### config.mk
export PLATFORM = sky130hd
export DESIGN_NAME = volatility_sched
export DESIGN_NICKNAME = d
export VERILOG_FILES = /design/src/rtl/vol_pkg.sv /design/src/rtl/rr_arbiter.sv /design/src/rtl/volatility_sched.sv
export SDC_FILE = /design/constraint.sdc
export NUM_CORES = 1
export LEC_CHECK = 0
export BUFFER_PORTS_ARGS = -buffer_cell sky130_fd_sc_hd__buf_2
export CAP_MARGIN = 20
export CORE_MARGIN = 1
export CORE_UTILIZATION = 40
export CTS_BUF_LIST = sky130_fd_sc_hd__clkbuf_4 sky130_fd_sc_hd__clkbuf_8
export CTS_CLUSTER_SIZE = 8
export DETAILED_ROUTE_END_ITERATION = 8
export PLACE_DENSITY = 0.75
export REMOVE_ABC_BUFFERS = 1
export SYNTH_ARGS = -nofsm -noshare
export SYNTH_HDL_FRONTEND = slang
export SYNTH_SLANG_ARGS = --single-unit
### constraint.sdc
create_clock -name i_clk -period 4.5 [get_ports i_clk]
set_clock_uncertainty 0.05 [all_clocks]
set_input_delay 0.45 -clock i_clk [delete_from_list [all_inputs] [get_ports i_clk]]
set_output_delay 0.45 -clock i_clk [all_outputs]
set_load 0.005 [all_outputs]
### src/rtl/vol_pkg.sv
// Shared types and address helpers for the volatility scheduler and datapath.
// Latency: none (types, constants and a pure function only).
// Backpressure: none (no signals).
package vol_pkg;

   // Default build configuration of the volatility datapath
   localparam int VOL_DATA_WIDTH  = 32;
   localparam int VOL_BUFFER_SIZE = 20;
   localparam int VOL_NUM_STOCKS  = 4;
   localparam int VOL_NUM_FEEDS   = 2;

   // Stock-id and flat buffer address widths for the default build
   localparam int SW = (VOL_NUM_STOCKS > 1) ? $clog2(VOL_NUM_STOCKS) : 1;
   localparam int AW = $clog2(VOL_NUM_STOCKS * VOL_BUFFER_SIZE);

   typedef enum logic {
      RUN   = 1'b0,
      SCRUB = 1'b1
   } state_t;

   // First flat buffer address of a stock's window
   function automatic int base_addr(input int stock_id, input int buffer_size);
      return stock_id * buffer_size;
   endfunction

endpackage

### src/rtl/rr_arbiter.sv
// Round-robin arbiter: one-hot grant to the first request at or after the priority pointer.
// Latency: grant is combinational; the priority pointer updates on the clock after an advance.
// Backpressure: none inside; the caller masks requests and strobes advance when a grant is taken.
module rr_arbiter #(
   parameter int N = 2,
   localparam int PW = (N > 1) ? $clog2(N) : 1
) (
   input  logic         i_clk,
   input  logic         i_reset_n,
   input  logic [N-1:0] i_req,
   input  logic         i_advance,
   output logic [N-1:0] o_grant
);

   logic [PW-1:0] prio;
   logic [PW-1:0] prio_next;
   logic          found;

   // Scan from the priority pointer, wrapping, and pick the first request
   always_comb begin
      o_grant   = '0;
      prio_next = prio;
      found     = 1'b0;
      for (int i = 0; i < N; i++) begin
         if (!found && i_req[(int'(prio) + i) % N]) begin
            o_grant[(int'(prio) + i) % N] = 1'b1;
            prio_next = PW'((int'(prio) + i + 1) % N);
            found     = 1'b1;
         end
      end
   end

   // Move priority just past the granted requester
   always_ff @(posedge i_clk) begin
      if (!i_reset_n) begin
         prio <= '0;
      end else if (i_advance) begin
         prio <= prio_next;
      end
   end

endmodule

### src/rtl/volatility_sched.sv
// Volatility front-end: arbitrates feeds, owns per-stock window pointers, scrubs a stock on clear.
// Latency: one cycle from grant or scrub step to o_vol_* strobe.
// Backpressure: datapath never stalls; feeds and clears are held off only by arbitration or an active scrub.
module volatility_sched
   import vol_pkg::*;
#(
   parameter int DATA_WIDTH  = 32,
   parameter int BUFFER_SIZE = 20,
   parameter int NUM_STOCKS  = 4,
   parameter int NUM_FEEDS   = 2,
   localparam int SID_W  = (NUM_STOCKS > 1) ? $clog2(NUM_STOCKS) : 1,
   localparam int ADDR_W = $clog2(NUM_STOCKS * BUFFER_SIZE)
) (
   input  logic                          i_clk,
   input  logic                          i_reset_n,
   input  logic [NUM_FEEDS-1:0]          i_feed_valid,
   input  logic [NUM_FEEDS*SID_W-1:0]    i_feed_stock_id,
   input  logic [NUM_FEEDS*DATA_WIDTH-1:0] i_feed_ask,
   input  logic [NUM_FEEDS*DATA_WIDTH-1:0] i_feed_bid,
   output logic [NUM_FEEDS-1:0]          o_feed_ready,
   input  logic                          i_clear_valid,
   input  logic [SID_W-1:0]              i_clear_stock_id,
   output logic                          o_clear_ready,
   output logic                          o_vol_valid,
   output logic [ADDR_W-1:0]             o_vol_write_address,
   output logic [SID_W-1:0]              o_vol_stock_id,
   output logic [DATA_WIDTH-1:0]         o_vol_best_ask,
   output logic [DATA_WIDTH-1:0]         o_vol_best_bid,
   output logic [NUM_STOCKS-1:0]         o_warm,
   output logic                          o_busy
);

   localparam int PW = $clog2(BUFFER_SIZE);
   localparam int CW = $clog2(BUFFER_SIZE + 1);

   state_t           state;
   logic [SID_W-1:0] scrub_id;
   logic [CW-1:0]    scrub_left;
   logic [PW-1:0]    ptr [NUM_STOCKS];
   logic [CW-1:0]    cnt [NUM_STOCKS];

   logic                  run;
   logic [NUM_FEEDS-1:0]  arb_req;
   logic [NUM_FEEDS-1:0]  grant;
   logic                  sel_vld;
   logic [SID_W-1:0]      sel_sid;
   logic [DATA_WIDTH-1:0] sel_ask;
   logic [DATA_WIDTH-1:0] sel_bid;
   logic                  sel_in_range;
   logic                  clr_in_range;

   // Window pointer advance with wrap at the end of the window
   function automatic logic [PW-1:0] ptr_inc(input logic [PW-1:0] p);
      return (int'(p) == BUFFER_SIZE - 1) ? '0 : p + 1'b1;
   endfunction

   assign run           = (state == RUN);
   // A clear in the same cycle wins over every feed
   assign arb_req       = (run && !i_clear_valid) ? i_feed_valid : '0;
   assign o_feed_ready  = grant;
   assign o_clear_ready = i_clear_valid && run;
   assign o_busy        = (state == SCRUB);
   assign sel_in_range  = (int'(sel_sid) < NUM_STOCKS);
   assign clr_in_range  = (int'(i_clear_stock_id) < NUM_STOCKS);

   rr_arbiter #(.N(NUM_FEEDS)) u_arb (
      .i_clk     (i_clk),
      .i_reset_n (i_reset_n),
      .i_req     (arb_req),
      .i_advance (|grant),
      .o_grant   (grant)
   );

   // Steer the granted feed's payload to the issue stage
   always_comb begin
      sel_vld = 1'b0;
      sel_sid = '0;
      sel_ask = '0;
      sel_bid = '0;
      for (int f = 0; f < NUM_FEEDS; f++) begin
         if (grant[f]) begin
            sel_vld = 1'b1;
            sel_sid = i_feed_stock_id[f*SID_W +: SID_W];
            sel_ask = i_feed_ask[f*DATA_WIDTH +: DATA_WIDTH];
            sel_bid = i_feed_bid[f*DATA_WIDTH +: DATA_WIDTH];
         end
      end
   end

   // RUN/SCRUB sequencing, per-stock pointer/count upkeep and registered issue
   always_ff @(posedge i_clk) begin
      if (!i_reset_n) begin
         state               <= RUN;
         scrub_id            <= '0;
         scrub_left          <= '0;
         o_vol_valid         <= 1'b0;
         o_vol_write_address <= '0;
         o_vol_stock_id      <= '0;
         o_vol_best_ask      <= '0;
         o_vol_best_bid      <= '0;
         o_warm              <= '0;
         for (int s = 0; s < NUM_STOCKS; s++) begin
            ptr[s] <= '0;
            cnt[s] <= '0;
         end
      end else begin
         o_vol_valid <= 1'b0;
         case (state)
            RUN: begin
               if (i_clear_valid) begin
                  // A clear naming no real stock is accepted and has nothing to scrub
                  if (clr_in_range) begin
                     state      <= SCRUB;
                     scrub_id   <= i_clear_stock_id;
                     scrub_left <= CW'(BUFFER_SIZE);
                  end
               end else if (sel_vld && sel_in_range) begin
                  o_vol_valid         <= 1'b1;
                  o_vol_write_address <= ADDR_W'(base_addr(int'(sel_sid), BUFFER_SIZE) + int'(ptr[sel_sid]));
                  o_vol_stock_id      <= sel_sid;
                  o_vol_best_ask      <= sel_ask;
                  o_vol_best_bid      <= sel_bid;
                  ptr[sel_sid]        <= ptr_inc(ptr[sel_sid]);
                  if (int'(cnt[sel_sid]) != BUFFER_SIZE) begin
                     cnt[sel_sid] <= cnt[sel_sid] + 1'b1;
                  end
                  o_warm[sel_sid] <= (int'(cnt[sel_sid]) >= BUFFER_SIZE - 1);
               end
            end
            SCRUB: begin
               // Zero write at the current slot evicts the oldest sample
               o_vol_valid         <= 1'b1;
               o_vol_write_address <= ADDR_W'(base_addr(int'(scrub_id), BUFFER_SIZE) + int'(ptr[scrub_id]));
               o_vol_stock_id      <= scrub_id;
               o_vol_best_ask      <= '0;
               o_vol_best_bid      <= '0;
               scrub_left          <= scrub_left - 1'b1;
               if (scrub_left == CW'(1)) begin
                  ptr[scrub_id]    <= '0;
                  cnt[scrub_id]    <= '0;
                  o_warm[scrub_id] <= 1'b0;
                  state            <= RUN;
               end else begin
                  ptr[scrub_id] <= ptr_inc(ptr[scrub_id]);
               end
            end
            default: state <= RUN;
         endcase
      end
   end

endmodule
==> impl_results.md <==
- PwrDens: about 330 mW/mm^2
- Die H: 132 um
- Net Sw Frac: between 30 and 40%
- Initial Util: a little over two fifths
- Commonest non-fill, non-tap cell in the layout: buf_2
- GRT Total Usage: a little under a quarter
- Die Wd: ~130 um
- RSZ-0062 raised after global routing: false
- Max-slew violation count: 0
- Slew @ Worst Pin: approximately 0.93 ns
- Site Rows: between 40 and 50
- DRC: 0
- Logic gate share of total power: 16.8%
- CTS Buf Count: 17
- CTS Root Cell: clkbuf_8
- CTS tree: done
- Yosys top cell by area: dfxtp_1
- H-Tree Depth: 4
- Fin nets: around 1,100
- Most used cell, CP: a21oi_1
- Psw: ~870 uW
- Post-CTS Hold Fix Bufs: 0
- Worst path max stage delay: between 0.4 and 0.5 ns
- Vias in the first global route: 6,027
- Sequential share of power: a little under half
- Crit share post-route: roughly 81%
- Setup-failing EPs final: 0
- Most frequent cells in the layout: 220 x buf_2, 107 x nand2_1, 89 x dfxtp_1
- Worst slack at placement: roughly 0.75 ns
- CP max stage cell: nor4_1
- HP Class: input port to register
- Fin crit period: ~3.6 ns
- Critical path endpoint category: register
- Dpl cell area: approximately 0.0079 sq mm
- Clock Power Share: between 30% and 40%
- CP required: roughly 4.6 ns
- Yosys cell types: just over 70
- Via count: between 6,000 and 7,000
- Synth Instances: approximately 750
- Pleak: between 3 and 4 nW
- Register area: between 0.002 and 0.003 sq mm
- Antenna Nets Post-Route: 0
- Synth top area cells: dfxtp_1 27%, edfxtp_1 18%, a22oi_1 7.0%, o21ai_0 6.5%, nand2_1 6.0%
- DP HPWL: 15.4 mm
- Area of the multi-input gates: approximately 0.0034 sq mm
- IO Port Bufs: 220
- FMAX: around 270 MHz
- Detailed Route Iter0 Violations: 532
- Ys Warns: 0
- Worst-path clk slew: around 0.090 ns
- Share of Yosys cell area claimed by the top area cell type: a little over a quarter
- Critical Path AT: about 3.7 ns
- Via density: approximately 5.6
- Clock Latency Late Sink: between 0.4 and 0.5 ns
- Area delta synth->final: 24.3%
- Worst r2r path cells: 12
- Initial antenna violation count: 0
- Max_cap viols: 0
- Fin. Hold Viols: 0
- Largest net degree at the start of global routing: between 60 and 70
- CP max FO: 12
- Setup TNS: 0 ns
- Critical path type: register to register
- Routed wire length: approximately 21 mm
- Die area: between 0.015 and 0.02 sq mm
- WL per Instance: 17.6 um
- Mapped Avg Cell Area: ~9 sq um
- Design Power: roughly 2.8 mW
- Crit start category: register
- FILL cells: ~1,500
- Post-synth EDFFs: 40
- Pint: approximately 1.9 mW
- Post-CTS Setup Inserts: 0
- Max VDD drop: between 0.00015 and 0.0002 V
- Drt first pass iters: 5
- Hold Path Depth: 3
- Core ar.: 0.0161 sq mm
- Gpl congestion: 0.939
- Final setup margin: around 0.86 ns
- Post-synthesis async set-or-reset flop share: 0%
- Clk buf depth: 2
- Main synth FF type: dfxtp_1
- Num Clock Sinks: ~130
- Relative slew margins: between 30% and 40%
- # diodes: 0
- Mapped cell area: roughly 0.0067 sq mm
- Share of layout cells above drive strength 1: roughly a third
- Finished Cell Area: approximately 0.0083 sq mm
- Post-CTS sizing: 0
- I/O pins: between 200 and 250
- Critical-path cell list: or2_1 > nor4_1 > a221oi_1 > a32oi_1 > inv_1 > ha_1 > nand4b_1 > a21oi_1 > nor4_1 > a21oi_1 > a21oi_1 > nand2b_1
- Run status: finished, final reports clean
- Sequential share of the synthesized area: 44.4%
- Final core utilization: 51.8%
- Global-route wire length before repair: 32.0 mm
- #FFs+latches synth: 129
- Total gr overflow: 0
## power groups by stage
| stage | Sequential (mW) | Clock (mW) | Combinational (mW) |
|---|---|---|---|
| after global routing | 1.31 | 1.08 | 0.514 |
| after global placement | 1.33 | 0 | 0.456 |
| after CTS | 1.31 | 1.03 | 0.462 |
| after detailed placement | 1.33 | 0 | 0.461 |
| after floorplan | 1.32 | 0 | 0.267 |
| final | 1.31 | 1.00 | 0.465 |
## metal layers
layer	global-route usage, %	up-vias	routed length [um]
met4	8.46	0	492
met3	4.71	32	1390
met2	41.3	326	10100
li1	-	3165	-
met1	29.3	3006	8590
met5	0	-	0
## Yosys cell counts, drive strengths merged (2+ instances only)
library cell,instances
xor2,4
xnor2,6
nor3,13
ha,12
fa,2
and4bb,2
buf,19
o211ai,2
and3,13
a22oi,63
a211oi,4
nand2,109
edfxtp,40
clkbuf,37
a2111o,3
a221oi,6
o32ai,8
a31oi,8
a311oi,4
and2,7
mux2i,5
dfxtp,89
o2111ai,2
nor4,9
inv,18
or3,2
nand4,2
nand3,36
a32oi,7
mux4,5
a21boi,4
a31o,3
a21oi,32
nor2,38
o21ai,90
nand4b,3
nor3b,5
nor2b,8
nand2b,8
a21o,2
## cells by family (layout without fill, tap and decap cells)
kind of cell | Yosys count | in the layout | synth area share, %
simple gates | 261 | 261 | 19.2
compound gates | 246 | 246 | 24.7
flops | 129 | 129 | 44.4
buf+inv | 75 | 285 | 4.92
fa+ha+maj | 14 | 14 | 2.83
mux | 11 | 11 | 2.59
xor+xnor | 10 | 10 | 1.30
## worst paths after layout
kind | start | end | slack (ns)
setup / recovery | o_busy | cnt[0][0] | 0.86
hold / removal | i_feed_bid[45] | o_vol_best_bid[13] | 0.19
setup reg to reg | o_busy | cnt[0][0] | 0.86
hold reg to reg | o_vol_best_ask[22] | o_vol_best_ask[22] | 0.40
## per-stage QoR
| stage | hold slack, ns | cells |
|---|---|---|
| CTS | 0.154 | 1172 |
| finish | 0.188 | 1172 |
| detailed placement | 0.386 | 1140 |
| floorplan | 0.399 | 690 |
| global placement | 0.379 | 1140 |
| global route | 0.173 | 1172 |
## flip-flops by register name (all words and copies together), names as in the netlist, named ones only
signal,count
u_arb.prio,1
ptr,20
o_vol_best_bid,32
o_warm,4
o_vol_write_address,7
o_busy,1
scrub_left,5
scrub_id,2
o_vol_stock_id,2
o_vol_valid,1
o_vol_best_ask,32
cnt,20
## layout make-up
class | instances | area share, %
multi-input combinational | 542 | 41.0
sequential | 129 | 35.8
timing repair buffer | 234 | 14.5
tap | 216 | 3.24
clock buffer | 17 | 2.80
clock inverter | 15 | 1.92
inverter | 19 | 0.855
## worst max-delay path, delay by kind of cell (launching register included)
kind / cells / cell delay (ns)
adder cells (fa/ha/maj): 1 / 0.26
buffers and inverters: 1 / 0.09
AO/OA/AOI/OAI: 5 / 0.92
flip-flops: 1 / 0.38
AND/OR/NAND/NOR: 5 / 1.60
Power figures use the tool's default switching activity.
